==> src/rtl/fifo_rd_arbiter.sv <==
// fifo_rd_arbiter: round-robin burst arbiter sharing one async-FIFO read port, returns id-tagged words
module fifo_rd_arbiter #(
  parameter int NREQ      = 4,
  parameter int IDW       = 2,
  parameter int DSIZE     = 8,
  parameter int BURST_LEN = 4,
  parameter int CNTW      = 3,
  parameter int STALL_TO  = 8
) (
  input  logic             i_rd_clk,
  input  logic             i_rd_rst_n,
  input  logic [NREQ-1:0]  i_req,
  input  logic             i_empty,
  input  logic [DSIZE-1:0] i_rd_data,
  output logic             o_rd_en,
  output logic [NREQ-1:0]  o_gnt,
  output logic             o_busy,
  output logic             o_valid,
  output logic [IDW-1:0]   o_id,
  output logic [DSIZE-1:0] o_data,
  output logic             o_last
);
  typedef enum logic {IDLE, BURST} state_t;
  state_t state, state_nx;
  logic [NREQ-1:0] gnt_nx;
  logic [IDW-1:0] owner, owner_nx, rr_last, rr_nx, win, cand;
  logic [CNTW-1:0] beat_cnt, beat_nx, stall_cnt, stall_nx;
  logic found, req_own, last_beat, exit_burst;
  always_comb begin
    win = '0;
    cand = '0;
    found = 1'b0;
    for (int k = 1; k <= NREQ; k++) begin
      cand = IDW'((int'(rr_last) + k) % NREQ);
      if (!found && i_req[cand]) begin
        win = cand;
        found = 1'b1;
      end
    end
  end
  assign req_own   = i_req[owner];
  assign o_rd_en   = (state == BURST) && req_own && !i_empty;
  assign last_beat = beat_cnt == CNTW'(BURST_LEN - 1);
  // a dropped request wins over an empty stall; otherwise pop end or stall timeout releases
  assign exit_burst = !req_own || (o_rd_en && last_beat) ||
                      (!o_rd_en && stall_cnt == CNTW'(STALL_TO - 1));
  assign o_busy = state == BURST;
  assign o_data = o_valid ? i_rd_data : '0;
  always_comb begin
    state_nx = state;
    gnt_nx   = o_gnt;
    owner_nx = owner;
    rr_nx    = rr_last;
    beat_nx  = beat_cnt;
    stall_nx = stall_cnt;
    if (state == IDLE) begin
      if (found && !i_empty) begin
        state_nx = BURST;
        gnt_nx   = NREQ'(1) << win;
        owner_nx = win;
        beat_nx  = '0;
        stall_nx = '0;
      end
    end else if (exit_burst) begin
      state_nx = IDLE;
      gnt_nx   = '0;
      rr_nx    = owner;
      beat_nx  = '0;
      stall_nx = '0;
    end else begin
      beat_nx  = o_rd_en ? beat_cnt + 1'b1 : beat_cnt;
      stall_nx = o_rd_en ? '0 : stall_cnt + 1'b1;
    end
  end
  always_ff @(posedge i_rd_clk or negedge i_rd_rst_n) begin
    if (!i_rd_rst_n) begin
      state     <= IDLE;
      o_gnt     <= '0;
      owner     <= '0;
      rr_last   <= IDW'(NREQ - 1);
      beat_cnt  <= '0;
      stall_cnt <= '0;
      o_valid   <= 1'b0;
      o_id      <= '0;
      o_last    <= 1'b0;
    end else begin
      state     <= state_nx;
      o_gnt     <= gnt_nx;
      owner     <= owner_nx;
      rr_last   <= rr_nx;
      beat_cnt  <= beat_nx;
      stall_cnt <= stall_nx;
      o_valid   <= o_rd_en;
      o_id      <= owner;
      o_last    <= o_rd_en && last_beat;
    end
  end
endmodule

==> config.mk <==
export PLATFORM = sky130hd
export DESIGN_NAME = fifo_rd_arbiter
export DESIGN_NICKNAME = d
export VERILOG_FILES = /design/src/rtl/fifo_rd_arbiter.sv
export SDC_FILE = /design/constraint.sdc
export NUM_CORES = 1
export LEC_CHECK = 0
export CAP_MARGIN = 40
export CORE_ASPECT_RATIO = 0.8
export CORE_MARGIN = 2
export CORE_UTILIZATION = 52
export CTS_CLUSTER_DIAMETER = 40
export DETAILED_ROUTE_END_ITERATION = 8
export DONT_BUFFER_PORTS = 1
export GPL_ROUTABILITY_DRIVEN = 0
export GPL_TIMING_DRIVEN = 1
export PLACE_DENSITY = 0.67
export SYNTH_ARGS = -nofsm -noshare
export SYNTH_HDL_FRONTEND = slang
export SYNTH_SLANG_ARGS = --single-unit
==> constraint.sdc <==
create_clock -name i_rd_clk -period 2.13 [get_ports i_rd_clk]
set_input_delay 0.3195 -clock i_rd_clk [delete_from_list [all_inputs] [get_ports i_rd_clk]]
set_output_delay 0.3195 -clock i_rd_clk [all_outputs]
set_load 0.01 [all_outputs]
* After elaboration in Yosys (flattened, before gate mapping)
Index checks and enable logic that the tools add are counted.
** Storage, ports and cells
- Word-level logic and storage cells :: 79
- Output and inout bits :: 18
- Register bits :: 19
** Cells by class
- Reduce and logical (&&, ||, !) cells :: 21
- Add/sub/neg operators :: 6
- Shift-type cells :: 1
- Multiplexer cells :: 32
- Bitwise gates (word level) :: 1
- Magnitude comparators :: 5
- Equality and inequality tests :: 4
** Operator list (number)
- $mux 3 :: 7
- $lt 2x3->1 const B :: 5
- $mux 1 :: 12
- $mux 4 :: 3
- $bmux 1 s2 :: 5
- $logic_and 1x1->1 :: 8
- $mux 2 :: 4
- $mux 8 :: 1
- $reduce_and 2->1 :: 4
- $add 3x1->3 const B :: 2
- $logic_not 1->1 :: 6
- $add 2x1->2 const B :: 2
- $add 2x2->2 const B :: 2
- $shl 1x2->4 const A :: 1
- $eq 3x2->1 const B :: 1
- $eq 3x3->1 const B :: 1
- $ne 3x2->1 const B :: 1
- $logic_or 1x1->1 :: 2
- $ne 2x1->1 const B :: 1
- $reduce_bool 2->1 :: 1
- $not 1->1 :: 1

* Logic depth before layout (Yosys ltp)
- Depth after elaboration :: 16
- Depth in mapped cells :: 6
- Gate-level depth less buffers :: 6

* Worst setup path after synthesis
Ideal clock, no wire load.
- Path type :: reg2reg
- Start :: register owner[1]
- End :: register stall_cnt[0]
- Setup slack :: 0.579 ns
- Clock period less this slack :: 1.551 ns
- Arrival time :: 1.426 ns
- Required time :: 2.005 ns
- Stages on the path, launching flop included :: 4
- Buffers on the path :: 0
- Cells stage by stage :: dfrtp_1 > mux4_2 > and4b_4 > mux2_2
** Between the ends
- Longest elaborated chain between the ends :: 9
- Elaborated cells between the ends (all ways) :: 13
- Classes of those cells :: mux: 5; reduce/logical: 8
** Ends and longest elaborated chain
- from (decl) :: RTL line 26 : logic [IDW-1:0] owner, owner_nx, rr_last, rr_nx, win, cand;
- from (signal assigned) :: RTL line 89 : owner <= owner_nx;
- $bmux 1 s2 * :: RTL line 41 : assign req_own = i_req[owner];
- $mux 1 (not written as such) * :: RTL line 41
- $logic_and 1x1->1 (2 in a row) :: RTL line 42 : assign o_rd_en = (state == BURST) && req_own && !i_empty;
- $logic_and 1x1->1 / $logic_not 1->1 (equally long branches) :: RTL line 45, 46
- $logic_or 1x1->1 / $logic_and 1x1->1 (equally long branches) :: RTL line 45, 46
- $logic_or 1x1->1 :: RTL line 45 : assign exit_burst = !req_own || (o_rd_en && last_beat) ||
- $mux 3 * :: RTL line 64 : end else if (exit_burst) begin
- $mux 3 * :: RTL line 56 : if (state == IDLE) begin
- to (signal assigned) :: RTL line 92 : stall_cnt <= stall_nx;
- to (decl) :: RTL line 27 : logic [CNTW-1:0] beat_cnt, beat_nx, stall_cnt, stall_nx;
Every way passes the cells marked *; elsewhere a longest branch is shown, timed or not. The select of a mux whose other input is x is not followed.
A chain may end at the register's enable or synchronous reset.

* Worst setup path after layout
- Start :: register owner[1]
- End :: output o_rd_en
** Between the ends
- Longest elaborated chain between the ends :: 4
** Ends and longest elaborated chain
- $bmux 1 s2 :: RTL line 41
- $mux 1 (not written as such) :: RTL line 41
- $logic_and 1x1->1 (2 in a row) :: RTL line 42
- to (decl) :: RTL line 15 : output logic o_rd_en,
No other way between the ends. The select of a mux whose other input is x is not followed.

==> out/qor.yml <==
status: "completed"
r2r_setup_slack_ns: 0.43
r2r-start: "owner[1]"
worstPathRequired_ns: 1.81
nNetsFinal: 116
num_rows: 14
fillCellCount: 157
synth_ff_type: "dfrtp_1"
grt_pass1_vias: 725
rsz0062_at_grt: "false"
drt-pass1-iter-count: 4
grt.busiest_layer: "met2"
hpwl_um: 1531
max-cap-violations: 0
ioPinCount: 33
power.density_nw_per_um2: 1166
cts.reportedPaths.clkPinSlew_ns: 0.11
path_max_fanout: 6
yosys_warnings: 0
hold_class: "input port to flip-flop"
die_w_um: 53.48
finalHoldViolCount: 0
setup-violations-final: 0
critPathKind: "flip-flop to output port"
grt.met2_usage: 0.3062
start_kind: "flip-flop"
h-tree-depth: 1
dieArea_um2: 2331
ant_nets: 0
ys_top_cells_by_area: "dfrtp_1 42%, and2_1 5.5%, mux2_2 5.5%"
grtUsageMet3: 0.1034
whs_path_depth: 1
core_um2: 1857
synth.avg_cell_area_um2: 10.83
root_buffer: "clkbuf_4"
synth_top_area_frac: 0.4177
ir_drop_v: 0.0005710
n_antenna_cell: 0
synth_enable_flop_cells: 0
final_core_util: 0.5782
r2r_end: "beat_cnt[2]"
wl_um: 2049
syn_to_final_growth_pct: 5.405
period_minus_slack_ns: 1.944
synth_area_um2: 1018
synth.most_common_cell: "dfrtp_1"
cts_buffer_depth: 2
grt_first_pass_wirelength_um: 3249
cts_tree: "yes"
cts-buffers-inserted: 3
skew_ns: 0.005071
crit_path_max_incr_delay_ns: 0.59
holdPathEnd: "o_valid"
routedWlPerCell_um: 17.08
end_kind: "output port"
via_count: 744
cts_num_sinks: 19
post_cts_buffers: 0
numPortBuffers: 0
syn-num-nets: 113
drc_errors: 0
vias_per_cell: 6.200
ff2ff_path_depth: 4
fmax_mhz: 514.4
p_total_mw: 1.252
seq_area_frac_synth: 0.4693
synthCells: 94
met1_usage: 0.2387
maxSlewHeadroom: 0.4377
crit_arrival_ns: 1.62
synth_cell_type_count: 33
grt_use_total: 0.2042
crit_chain: "mux4_2 > nand2_2 > nor2_1"
clk_latency_ns: 0.30
grt_max_degree: 20
die_h_um: 43.59
grt-ovfl-total: 0
synth_top_area_cell: "dfrtp_1"
p_leak_nw: 0.4762
cts_resized: 0
fin_crit_sh: 0.9126
async_flop_share: 1.000
start_util: 0.5485
drive_gt1_frac: 0.1667
min_from: "i_empty"
drtIter0Drc: 8
crit_slowest_cell: "mux4_2"
finalSetupTns_ns: 0
synthTopCellsByCount: "17 x dfrtp_1, 9 x and2_1, 8 x nand2_1, 5 x mux2_2, 5 x o21ai_0"
worstMarginPinSlew_ns: 0.8406
ys_ff_latch: 19
slew_violations: 0
antenna_found_initial: 0
==> layer usage <==
layer  routed length [µm]  part of all wire
met5                    0                 0
met4                   31             0.015
met3                  189             0.092
met2                  963              0.47
met1                  864              0.42
==> power by group <==
| group | switching [mW] | internal [mW] |
|---|---|---|
| registers | 0.168 | 0.492 |
| clock network | 0.116 | 0.0701 |
| logic | 0.202 | 0.203 |
| total | 0.486 | 0.766 |
==> worst max-delay path by stage <==
stage,startpoint,end,slack (ns),depth (start not counted)
final,owner[1],o_rd_en,0.19,3
after floorplan,owner[1],stall_cnt[0],0.58,3
after CTS,owner[1],o_rd_en,0.17,3
after detailed placement,owner[1],beat_cnt[2],0.45,4
after global placement,o_busy,owner[0],0.52,2
after global routing,owner[1],o_rd_en,0.09,3
==> flip-flops by register name (all words and copies together) (netlist names) <==
register	cells
beat_cnt	3
o_busy	1
o_gnt	4
o_id	2
o_last	1
o_valid	1
owner	2
rr_last	2
stall_cnt	3
==> cells by family (layout without fill, tap and decap cells) <==
logic type / after synthesis / after routing / synth area share
and+or+nand+nor: 31 / 31 / 0.1781
AOI/OAI and AO/OA: 25 / 25 / 0.1732
DFF: 19 / 19 / 0.4693
muxes: 9 / 9 / 0.1069
buffers and inverters: 6 / 8 / 0.02334
adders and majority gates: 4 / 4 / 0.04914
==> layout make-up <==
| type | count | area, µm² | area share |
|---|---|---|---|
| clock buffer | 3 | 22.52 | 0.02098 |
| clock inverter | 1 | 5.005 | 0.004662 |
| inverter | 3 | 11.26 | 0.01049 |
| multi-input combinational | 69 | 516.7 | 0.4814 |
| sequential | 19 | 478.0 | 0.4452 |
| tap | 24 | 30.03 | 0.02797 |
| timing repair buffer | 1 | 10.01 | 0.009324 |
==> through the flow <==
stage                     setup WS, ns  hold slack, ns  area (µm²)  std cells
final                           0.1861          0.1339        1074        120
after global placement          0.5193         0.02446        1036        115
after global routing           0.09179          0.1182        1074        120
after CTS                       0.1651          0.1275        1074        120
after detailed placement        0.4496         0.02433        1036        115
after floorplan                 0.5791         0.02391        1018         94
==> repair_timing <==
| action | 4_1_cts | 5_1_grt |
|---|---|---|
| hold buffers | 1 | 0 |
| setup endpoints to repair | 0 | 0 |
| endpoints found under the hold margin | 19 | 0 |
==> critical path: cells and delay by family (launching register included) <==
family | cells | cell delay, ns
mux | 1 | 0.59
simple gates | 2 | 0.23
flops | 1 | 0.50
==> cells in the final DEF, fill, tap and decap left out, drive strengths merged <==
cell / n
dfrtp: 17
and2: 9
nand2: 9
o21ai: 8
mux2: 5
a21oi: 4
ha: 4
nor2: 3
inv: 3
mux2i: 3
clkbuf: 3
o21bai: 2
nor2b: 2
nand2b: 2
o2bb2ai: 2
a32o: 2
a22o: 2
dfstp: 2
mux4: 1
nor4: 1
nor3: 1
o21ba: 1
nand3b: 1
a32oi: 1
and3b: 1
o32ai: 1
o32a: 1
o221ai: 1
or3: 1
and4b: 1
clkinv: 1
dlygate4sd3: 1
(Power assumes the default switching activity.)
==> patch (same flow settings) <==
Reset style: synchronous (`i_rd_rst_n`), changed in one clocked block. Comments in the files are not updated.
--- a/src/rtl/fifo_rd_arbiter.sv
+++ b/src/rtl/fifo_rd_arbiter.sv
@@ -73,5 +73,5 @@
     end
   end
-  always_ff @(posedge i_rd_clk or negedge i_rd_rst_n) begin
+  always_ff @(posedge i_rd_clk) begin
     if (!i_rd_rst_n) begin
       state     <= IDLE;
Check against the original RTL: differs if i_rd_rst_n is asserted again (counterexample within 4 cycles, from zero or initial values and one cycle with i_rd_rst_n low); with i_rd_rst_n held inactive, the same outputs for 4 cycles.
==> patch against the original RTL <==
- area after synthesis down 5.4%
- setup slack better by 93 ps
- sequential share of layout area down 6.1 points
- sequential cell count unchanged
- final area down 7.8%
- maximum frequency up 5.0%
- global-route usage down 2.0 points
- final cell count up 3.3%
- wire length down 9.0%
- synthesized cell count up 7.4%
- critical endpoint unchanged
Power is not compared: it rests on default switching activity, and its combinational part moved more than twofold at a synthesized area within 25%.
==> patch: results <==
{
  "status": "completed",
  "p_leak_nw": 0.411,
  "met2WireLength_um": 835,
  "port_buffers": 0,
  "max_cap_violations": 0,
  "clk_share_pct": 2.65,
  "synth-async-reset-ratio_pct": 0,
  "num-nonclk-inverters": 4,
  "cp-startpoint": "owner[1]",
  "synthTopCellsByCount": "dfxtp_1 (19), and2_1 (11), nand2_1 (8), mux2i_1 (7), nor2_1 (5)",
  "htreeDepth": 1,
  "synth-main-ff-cell": "dfxtp_1",
  "hold_class": "input port to flop",
  "r2r_end": "o_gnt[1]",
  "critPathSlowestCell": "mux4_2",
  "drt-met1-wl_um": 828,
  "multi_input_gates": 75,
  "timing.final.ws_setup_ps": 279,
  "hpwl_um": 1460,
  "powerClk_uw": 176,
  "cp_max_fo": 4,
  "arrival_ps": 1530,
  "hold_ws_ps": 83.6,
  "min_from": "i_rd_rst_n",
  "wl_met3_um": 186,
  "dp_slack_ps": 440,
  "tightest_slew_ps": 652,
  "hold_end": "rr_last[0]",
  "drt_iter0_drc": 12,
  "drive_gt1_share_pct": 8.82,
  "cts_root_buf": "clkbuf_4",
  "ys_seq_area_share_pct": 39.5,
  "setup_viol": 0,
  "synthDistinctLibCells": 34,
  "crit_end": "o_rd_en",
  "critical-path-top-delay-family": "multiplexers",
  "wirelength_um": 1860,
  "nFillCells": 154,
  "synth_seq_cells": 19,
  "grt_pass1_vias": 673,
  "synth_edf_count": 0,
  "track_usage_pct": 18.4,
  "multi_input_area_um2": 541,
  "synthesis.nets": 120,
  "r2r_start": "owner[1]",
  "synth_area_leaders": "dfxtp_1 (39%), mux2i_1 (7.3%), and2_1 (7.1%)",
  "n_all_buffers": 0,
  "antenna_found_initial": 0,
  "clk_pin_slew_ps": 100,
  "sh_seq_area_pct": 38.4,
  "skew_ps": 1.44,
  "clkbuf_count": 4,
  "grt_pass1_wl_um": 2990,
  "grt_max_degree": 17,
  "buf_share_pct": 0,
  "vias": 740
}
[patch: changes by cell type after synthesis, sizes merged, moves of 4 or more]
cell	unedited run	this run
dfrtp	17	0
dfxtp	0	19
mux2	5	0
mux2i	3	7
o21ai	8	3
o22ai	0	4
[patch: through the flow]
stage          cells  cell area (um^2)
2_1_floorplan    101               963
3_3_place_gp     120               963
3_5_place_dp     120               963
4_1_cts          124               990
5_1_grt          124               990
6_report         124               990
[patch: logic make-up (layout without fill, tap and decap cells)]
kind of cell	Yosys count	count (layout)	synth area share [%]
DFF	19	19	39.5
xor gates and xnor gates	1	1	0.909
and+or+nand+nor	41	41	23.0
adders and majority gates	4	4	5.20
AOI/OAI and AO/OA	21	21	17.4
muxes	8	8	9.61
buffers and inverters	7	8	4.41
[patch: per-layer routing]
layer / vias to the layer above / track usage, %
met2: 39 / 29.1
met3: 2 / 7.50
met1: 331 / 23.0
met4: 0 / 4.74
met5: - / 0
li1: 368 / -
